==> src/rtl/pipe_sequencer.sv <==
// Pipe obstacle handshake sequencer: requests one pipe sweep at a time, spaces sweeps
// by a frame gap, keeps a saturating BCD score and halts on collision. HISCORE_EN adds a high-score register.
module pipe_sequencer #(
  parameter int GAP_FRAMES  = 30,
  parameter int REQ_TIMEOUT = 4,
  parameter int SCORE_MAX   = 99
) (
  input  logic       clk,
  input  logic       resetGame,
  input  logic       start,
  input  logic       collision,
  input  logic [9:0] x,
  input  logic [8:0] y,
  input  logic       pipefinish,
  input  logic       addscore,
  output logic       updatepipe,
  output logic       playing,
  output logic       gameover,
  output logic       stall,
  output logic [3:0] score_ones,
  output logic [3:0] score_tens
`ifdef HISCORE_EN
  ,
  output logic [3:0] hiscore_ones,
  output logic [3:0] hiscore_tens
`endif
);

  typedef enum logic [2:0] {
    S_IDLE,
    S_REQ,
    S_RUN,
    S_REL,
    S_GAP,
    S_OVER
  } state_t;

  state_t     state;
  state_t     state_next;
  logic       frame_hit;
  logic       frame_hit_q;
  logic       start_q;
  logic       add_q;
  logic       frame_tick;
  logic       start_rise;
  logic       add_rise;
  logic [7:0] frame_cnt;
  logic [8:0] frame_cnt_inc;
  logic       in_game;
  logic [6:0] score_val;

  // The last visible pixel of a frame marks one frame tick.
  assign frame_hit     = (x == 10'd639) && (y == 9'd479);
  assign frame_tick    = frame_hit && !frame_hit_q;
  assign start_rise    = start && !start_q;
  assign add_rise      = addscore && !add_q;
  assign frame_cnt_inc = {1'b0, frame_cnt} + 9'd1;
  assign in_game       = (state == S_REQ) || (state == S_RUN) ||
                         (state == S_REL) || (state == S_GAP);
  assign score_val     = 7'(score_tens) * 7'd10 + 7'(score_ones);

  // NOTE: every variable assigned in always_comb gets a default first so no latch is inferred.
  always_comb begin
    state_next = state;
    case (state)
      S_IDLE:  if (start_rise) state_next = S_REQ;
      S_REQ:   if (!pipefinish) state_next = S_RUN;
      S_RUN:   if (pipefinish) state_next = S_REL;
      S_REL:   state_next = S_GAP;
      S_GAP:   if (frame_tick && frame_cnt == 8'(GAP_FRAMES - 1)) state_next = S_REQ;
      S_OVER:  if (start_rise) state_next = S_REQ;
      default: state_next = S_IDLE;
    endcase
    if (collision && in_game) state_next = S_OVER;
  end

  // NOTE: sequential state uses non-blocking assignments so every register samples pre-edge values.
  always_ff @(posedge clk) begin
    if (resetGame) begin
      state       <= S_IDLE;
      frame_hit_q <= 1'b0;
      start_q     <= 1'b0;
      add_q       <= 1'b0;
      frame_cnt   <= 8'd0;
      updatepipe  <= 1'b0;
      playing     <= 1'b0;
      gameover    <= 1'b0;
      stall       <= 1'b0;
    end else begin
      state       <= state_next;
      frame_hit_q <= frame_hit;
      start_q     <= start;
      add_q       <= addscore;
      updatepipe  <= (state_next == S_REQ) || (state_next == S_RUN);
      playing     <= (state_next == S_REQ) || (state_next == S_RUN) ||
                     (state_next == S_REL) || (state_next == S_GAP);
      gameover    <= (state_next == S_OVER);

      // One shared frame counter, restarted on every state change.
      if (state_next != state) frame_cnt <= 8'd0;
      else if (frame_tick && frame_cnt != 8'hFF) frame_cnt <= frame_cnt_inc[7:0];

      if (state == S_REQ && state_next == S_REQ && frame_tick &&
          frame_cnt_inc >= 9'(REQ_TIMEOUT))
        stall <= 1'b1;
    end
  end

  always_ff @(posedge clk) begin
    if (resetGame) begin
      score_ones <= 4'd0;
      score_tens <= 4'd0;
    end else if (start_rise && (state == S_IDLE || state == S_OVER)) begin
      score_ones <= 4'd0;
      score_tens <= 4'd0;
    end else if (add_rise && state == S_RUN && score_val < 7'(SCORE_MAX)) begin
      if (score_ones == 4'd9) begin
        score_ones <= 4'd0;
        score_tens <= score_tens + 4'd1;
      end else begin
        score_ones <= score_ones + 4'd1;
      end
    end
  end

`ifdef HISCORE_EN
  logic [6:0] hiscore_val;
  assign hiscore_val = 7'(hiscore_tens) * 7'd10 + 7'(hiscore_ones);

  // Score is frozen in S_OVER, so comparing there equals comparing on entry.
  always_ff @(posedge clk) begin
    if (resetGame) begin
      hiscore_ones <= 4'd0;
      hiscore_tens <= 4'd0;
    end else if (state == S_OVER && score_val > hiscore_val) begin
      hiscore_ones <= score_ones;
      hiscore_tens <= score_tens;
    end
  end
`endif

endmodule

==> config.mk <==
export PLATFORM = sky130hd
export DESIGN_NAME = pipe_sequencer
export DESIGN_NICKNAME = d
export VERILOG_FILES = /design/src/rtl/pipe_sequencer.sv
export SDC_FILE = /design/constraint.sdc
export NUM_CORES = 1
export LEC_CHECK = 0
export CELL_PAD_IN_SITES_DETAIL_PLACEMENT = 1
export CELL_PAD_IN_SITES_GLOBAL_PLACEMENT = 2
export CORE_MARGIN = 2
export CORE_UTILIZATION = 30
export CTS_CLUSTER_SIZE = 25
export DETAILED_ROUTE_END_ITERATION = 6
export PLACE_DENSITY = 0.86
export REMOVE_ABC_BUFFERS = 1
export SYNTH_ARGS = -nofsm -noshare
export SYNTH_HDL_FRONTEND = slang
export SYNTH_SLANG_ARGS = --single-unit
==> constraint.sdc <==
create_clock -name clk -period 3.5 [get_ports clk]
set_clock_uncertainty 0.15 [all_clocks]
set_input_delay 0.7 -clock clk [delete_from_list [all_inputs] [get_ports clk]]
set_output_delay 0.7 -clock clk [all_outputs]
set_load 0.1 [all_outputs]
Word-level counts from Yosys, hierarchy flattened

Cells that the tools add are included.

Mux-type cells: 7
Order comparisons: 2
Add/sub/neg operators: 4
Reductions and logical operators: 28
Equal/unequal tests: 16
Multipliers: 1

Operator list:

| kind                                                                   | count |
|---|---|
| 3-bit two-way mux                                                      | 5 |
| 3-bit one-hot mux with 5 select lines                                  | 1 |
| 1-bit logical AND                                                      | 13 |
| 3-bit by 2-bit equality test with 1-bit output (second input constant) | 4 |
| 3-bit equality test (second input constant)                            | 4 |
| 10-bit equality test (second input constant)                           | 1 |
| 8-bit by 1-bit adder with 9-bit output (second input constant)         | 1 |
| 9-bit equality test (second input constant)                            | 1 |
| 9-bit by 3-bit >= comparator with 1-bit output (second input constant) | 1 |
| 4-bit by 1-bit adder with 4-bit output (second input constant)         | 2 |
| 8-bit by 5-bit equality test with 1-bit output (second input constant) | 1 |
| 8-bit != test (second input constant)                                  | 1 |
| 7-bit by 4-bit adder with 7-bit output                                 | 1 |
| 1-bit logical OR                                                       | 7 |
| 7-bit < comparator (second input constant)                             | 1 |
| 3-bit by 1-bit equality test with 1-bit output (second input constant) | 2 |
| 4-bit by 3-bit multiplier with 6-bit output (second input constant)    | 1 |
| 2-bit OR reduction                                                     | 3 |
| 4-bit equality test (second input constant)                            | 1 |
| 4-bit two-way mux                                                      | 1 |
| 1-bit logical NOT                                                      | 3 |
| 3-bit logical NOT                                                      | 1 |
| 3-bit != test                                                          | 1 |
| 2-bit AND reduction                                                    | 1 |

Register bits after elaboration: 26

Longest topological paths before layout

Depth after elaboration: 11
Depth in mapped cells: 10

Least setup slack after synthesis

Ideal clock, no wire load.

Kind: register to register
Start point: register score_tens[1]
End point: register score_tens[2]
Setup slack: -0.197 ns
Setup time: 0.070 ns
Period minus slack after synthesis: 3.697 ns
Stages on the path, launching flop included: 10
Data arrival time: 3.478 ns
Path through: dfxtp_1 > ha_1 > ha_1 > fa_1 > xnor2_1 > a211oi_1 > or3_1 > clkbuf_1 > or4_1 > a21oi_1

Cells in the longest elaborated chain, start to end: 5

RTL lines:

| item                                        | RTL line | text |
|---|---|---|
| from (decl)                                 | 21       | `output logic [3:0] score_tens` |
| from (signal assigned)                      | 119      | `score_tens <= score_tens + 4'd1;` |
| 4-bit by 3-bit multiplier with 6-bit output | 60       | `assign score_val = 7'(score_tens) * 7'd10 + 7'(score_ones);` |
| 7-bit by 4-bit adder with 7-bit output      | 60       |  |
| 7-bit < comparator                          | 116      | `end else if (add_rise && state == S_RUN && score_val < 7'(SCORE_MAX)) begin` |
| 1-bit logical AND                           | 116      |  |
| 2-bit AND reduction (no line)               | --       |  |

Parallel ways exist; a longest one is shown, timed or not.
A chain may end at the register's enable or synchronous reset.

Worst setup path in the final report

Start point: register score_ones[1]
End point: register score_tens[2]

Cells in the longest elaborated chain, start to end: 4

RTL lines:

| item                                   | RTL line | text |
|---|---|---|
| from (decl)                            | 20       | `output logic [3:0] score_ones,` |
| from (signal assigned)                 | 121      | `score_ones <= score_ones + 4'd1;` |
| 7-bit by 4-bit adder with 7-bit output | 60       |  |
| 7-bit < comparator                     | 116      |  |
| 1-bit logical AND                      | 116      |  |
| 2-bit AND reduction (no line) *        | --       |  |

Every way passes the cells marked *; elsewhere a longest branch is shown, timed or not.

==> results by group <==
Run status
  – Outcome: finished, final reports clean

Floorplan
  – Site Rows: 27
  – I/O pin cnt: 37
  – Die height: approximately 80 um
  – Die boundary width: 80.6 um
  – Core Area: about 5600 um^2
  – Area of the die: 6490 um^2
  – Initial core utilization: 0.316

STA
  – Max-Slew Margin vs Limit: 0.517
  – Unrepaired setup endpoints after global routing: false
  – Fraction of the cycle the final worst path needs: 0.917
  – Max Clock Freq: 0.312 GHz
  – Max-slew violation count: 0
  – Min Tclk post-route: ~3.2 ns
  – Finish-stage setup viols: 0
  – Actual slew at the worst max-slew pin: ~0.7 ns
  – Hold Vio Cnt, Final: 0

Setup path
  – Capturing element type of the critical path: register
  – Critical path peak fanout: 11
  – Critical path data arrival time: roughly 3.3 ns
  – Startpoint of the worst-slack reg-to-reg timing path: score_ones[1]
  – Logic depth of the worst register-to-register path: 8
  – R2R setup slack: just under 0.3 ns
  – Data required, critical path: 3.58 ns
  – Reg-to-reg endpoint: score_tens[2]
  – CP startpoint kind: register
  – Classification of the worst setup path: reg -> reg
  – Timing startpoint of the critical path: score_ones[1]

Route
  – Routed wire length: 4680 um
  – Initial detailed-routing violation count: a little over 60
  – Number of nets with antenna violations after routing: 0
  – Average wire per cell in the routed design: roughly 15 um
  – Drc violations: 0
  – Number of vias per cell after detailed routing: around 5.3
  – Number of detailed-routing iterations run before antenna repair: 4
  – Via Count: ~1700

Finish
  – Final Net Count: 287
  – Area added between synthesis and finish: 28.8%
  – Post-route standard cell area excluding fillers: 2270 um^2
  – Multi-input gate area in the final layout: 1200 um^2
  – # diodes: 0
  – Share of final-layout standard cells stronger than drive strength 1: 0.120
  – Fillcell total: 684
  – Area of all sequential standard cells: 520 um^2
  – Core utilization of the finished layout: 0.407

Clock tree
  – Post_cts resized: 0
  – H-tree depth: 1
  – Number of sinks on the clock net: 26
  – Total CTS buffers: 3
  – Total setup buffers inserted after CTS: 0
  – Clock slew seen by the registers of the worst setup and hold paths: 0.11 ns
  – CTS tree: done
  – Clock Latency Late Sink: around 0.28 ns
  – Master cell of the clock root buffer: sky130_fd_sc_hd__clkbuf_8
  – Number of hold buffers added after cts: 0
  – Worst-case clock buffer depth: 2

Place
  – Routability cong.: around 0.76
  – Quantity of I/O buffers inserted on ports: 36
  – Dpl hpwl: about 3600 um
  – DP Area: approximately 2200 um^2

Power
  – Proportion of power drawn by combinational gates: 0.258
  – Areal power density over the cells: between 300 and 400 nW/um^2
  – Sw Ratio: 0.311
  – Leakage dissipation: between 0.0008 and 0.0009 uW
  – Post-layout power: ~790 uW
  – Max VDD drop: about 210 uV
  – Switching component of the power: between 200 and 250 uW
  – Power share of the sequential group: 0.416
  – Part of the power in the clock network: 0.325
  – Cell internal pwr: 542 uW

Global route
  – Global routing usage summed across all routing layers: 0.155
  – Vias in the first global route: between 1500 and 2000
  – Initial antenna violation count: 0
  – Largest net degree at the start of global routing: 17
  – Global route overflow: 0
  – Wire length of the first global-routing pass: just under 8000 um

Synthesis
  – Cell Area, Synth: 1760 um^2
  – EDFF count, synth: 0
  – Netlist cell types: 48
  – Cells after Synth: 211
  – Leading cell types by total area after synthesis: sky130_fd_sc_hd__dfxtp_1, sky130_fd_sc_hd__ha_1, sky130_fd_sc_hd__nor2_1, sky130_fd_sc_hd__a21oi_1, sky130_fd_sc_hd__nand4b_1
  – Top cell type by total area after synthesis: sky130_fd_sc_hd__dfxtp_1
  – Most numerous cell in the Yosys netlist: sky130_fd_sc_hd__dfxtp_1
  – Syn avg cell area: roughly 8.3 um^2
  – Most common library cells after synthesis: sky130_fd_sc_hd__dfxtp_1, sky130_fd_sc_hd__nor2_1, sky130_fd_sc_hd__a21oi_1, sky130_fd_sc_hd__nand2_1, sky130_fd_sc_hd__nand3_1
  – Post-synthesis register bit count: 26
  – Primary FF master, synth: sky130_fd_sc_hd__dfxtp_1
  – Share of synthesized registers carrying an async set or reset: 0
  – Warning count from the yosys run: 0
  – Sequential fraction of the synthesis area: 0.296
  – Fraction of synthesized cell area taken by the top area cell type: 0.296

Hold path
  – Cells on Worst Hold Path: 2
  – Worst hold path endpoint: stall
  – Beginning of the worst hold path: stall
  – Classification of the worst-slack hold path: reg -> reg

Run
  – Max-capacitance violation count: 0
==> kinds of logic (layout without fill, tap and decap cells) <==
logic type,after synthesis,after routing,share of synthesized area
buf+inv,11,50,0.0235
simple gates,109,109,0.361
mux,5,5,0.0292
xor+xnor,8,8,0.0398
flops,26,26,0.296
compound gates,41,41,0.164
fa+ha+maj,11,11,0.0868
==> power groups by stage <==
stage                     Combinational, uW  Sequential, uW  Clock, uW
after CTS                               205             328        266
final                                   203             327        256
after detailed placement                205             334          0
after floorplan                        86.9             379          0
after global placement                  202             334          0
after global routing                    221             330        273
==> how the worst max path moves through the flow <==
stage,depth (start not counted),to
global placement,7,frame_cnt[4]
floorplan,8,score_tens[2]
detailed placement,7,frame_cnt[0]
finish,8,score_tens[2]
CTS,8,score_tens[3]
global route,8,score_tens[3]
==> flip-flops by register name, indices dropped and copies added, names as in the netlist <==
| register | cells |
|---|---|
| add_q | 1 |
| state | 3 |
| frame_hit_q | 1 |
| frame_cnt | 8 |
| gameover | 1 |
| start_q | 1 |
| score_ones | 4 |
| score_tens | 4 |
| updatepipe | 1 |
| stall | 1 |
| playing | 1 |
==> metal layers <==
layer	routed length [um]	vias up	track usage
met5	0	-	0
met4	40	0	0.0356
met3	121	5	0.0315
met2	2260	15	0.271
met1	2260	802	0.194
li1	-	869	-
==> worst max-delay path, cell delays in order, from the launching register on <==
cell and delay [ns]:
sky130_fd_sc_hd__dfxtp_1 0.43, sky130_fd_sc_hd__ha_1 0.29, sky130_fd_sc_hd__fa_1 0.44, sky130_fd_sc_hd__xor2_1 0.18, sky130_fd_sc_hd__a211oi_2 0.30, sky130_fd_sc_hd__a2111oi_0 0.21
sky130_fd_sc_hd__or3_1 0.46, sky130_fd_sc_hd__or4_1 0.54, sky130_fd_sc_hd__a21oi_1 0.15
==> cells in the final DEF, fill, tap and decap left out, types with 2 or more instances in the layout <==
cell type	netlist	routed
sky130_fd_sc_hd__a21oi_1	14	14
sky130_fd_sc_hd__or3_1	3	3
sky130_fd_sc_hd__nor3b_1	2	2
sky130_fd_sc_hd__xnor2_1	4	4
sky130_fd_sc_hd__clkbuf_8	0	3
sky130_fd_sc_hd__dfxtp_1	26	26
sky130_fd_sc_hd__xor2_1	4	4
sky130_fd_sc_hd__a22oi_1	2	2
sky130_fd_sc_hd__nor4_1	3	3
sky130_fd_sc_hd__o311ai_0	2	2
sky130_fd_sc_hd__ha_1	9	9
sky130_fd_sc_hd__nand3b_1	2	2
sky130_fd_sc_hd__fa_1	2	2
sky130_fd_sc_hd__nand2_1	14	14
sky130_fd_sc_hd__inv_1	5	5
sky130_fd_sc_hd__buf_4	0	17
sky130_fd_sc_hd__and2_1	5	5
sky130_fd_sc_hd__nor2_1	23	23
sky130_fd_sc_hd__clkdlybuf4s50_1	0	24
sky130_fd_sc_hd__nand4_1	8	8
sky130_fd_sc_hd__or4_1	5	5
sky130_fd_sc_hd__mux2i_1	4	4
sky130_fd_sc_hd__nand4b_1	7	7
sky130_fd_sc_hd__o31ai_1	3	3
sky130_fd_sc_hd__nand2b_1	5	5
sky130_fd_sc_hd__a211oi_1	2	2
sky130_fd_sc_hd__nor3_1	5	5
sky130_fd_sc_hd__o21ai_0	7	7
sky130_fd_sc_hd__and4_1	2	2
sky130_fd_sc_hd__a21o_1	2	2
sky130_fd_sc_hd__nand3_1	10	10
sky130_fd_sc_hd__nor2b_1	7	7
==> stage by stage <==
step	hold WS [ns]	cells	setup WS (ns)	setup TNS, ns
global route	0.401	322	0.0794	0
CTS	0.352	322	0.298	0
global placement	0.314	318	0.247	0
floorplan	0.332	205	-0.151	-0.459
detailed placement	0.326	318	0.178	0
finish	0.341	322	0.292	0
==> area by class of cell <==
type | count | share of cell area
clock buffer | 3 | 0.0182
clock inverter | 1 | 0.0133
inverter | 5 | 0.00828
timing repair buffer | 41 | 0.162
tap | 72 | 0.0398
sequential | 26 | 0.230
multi-input combinational | 174 | 0.528
No activity file was read; power rests on OpenSTA's default activity.
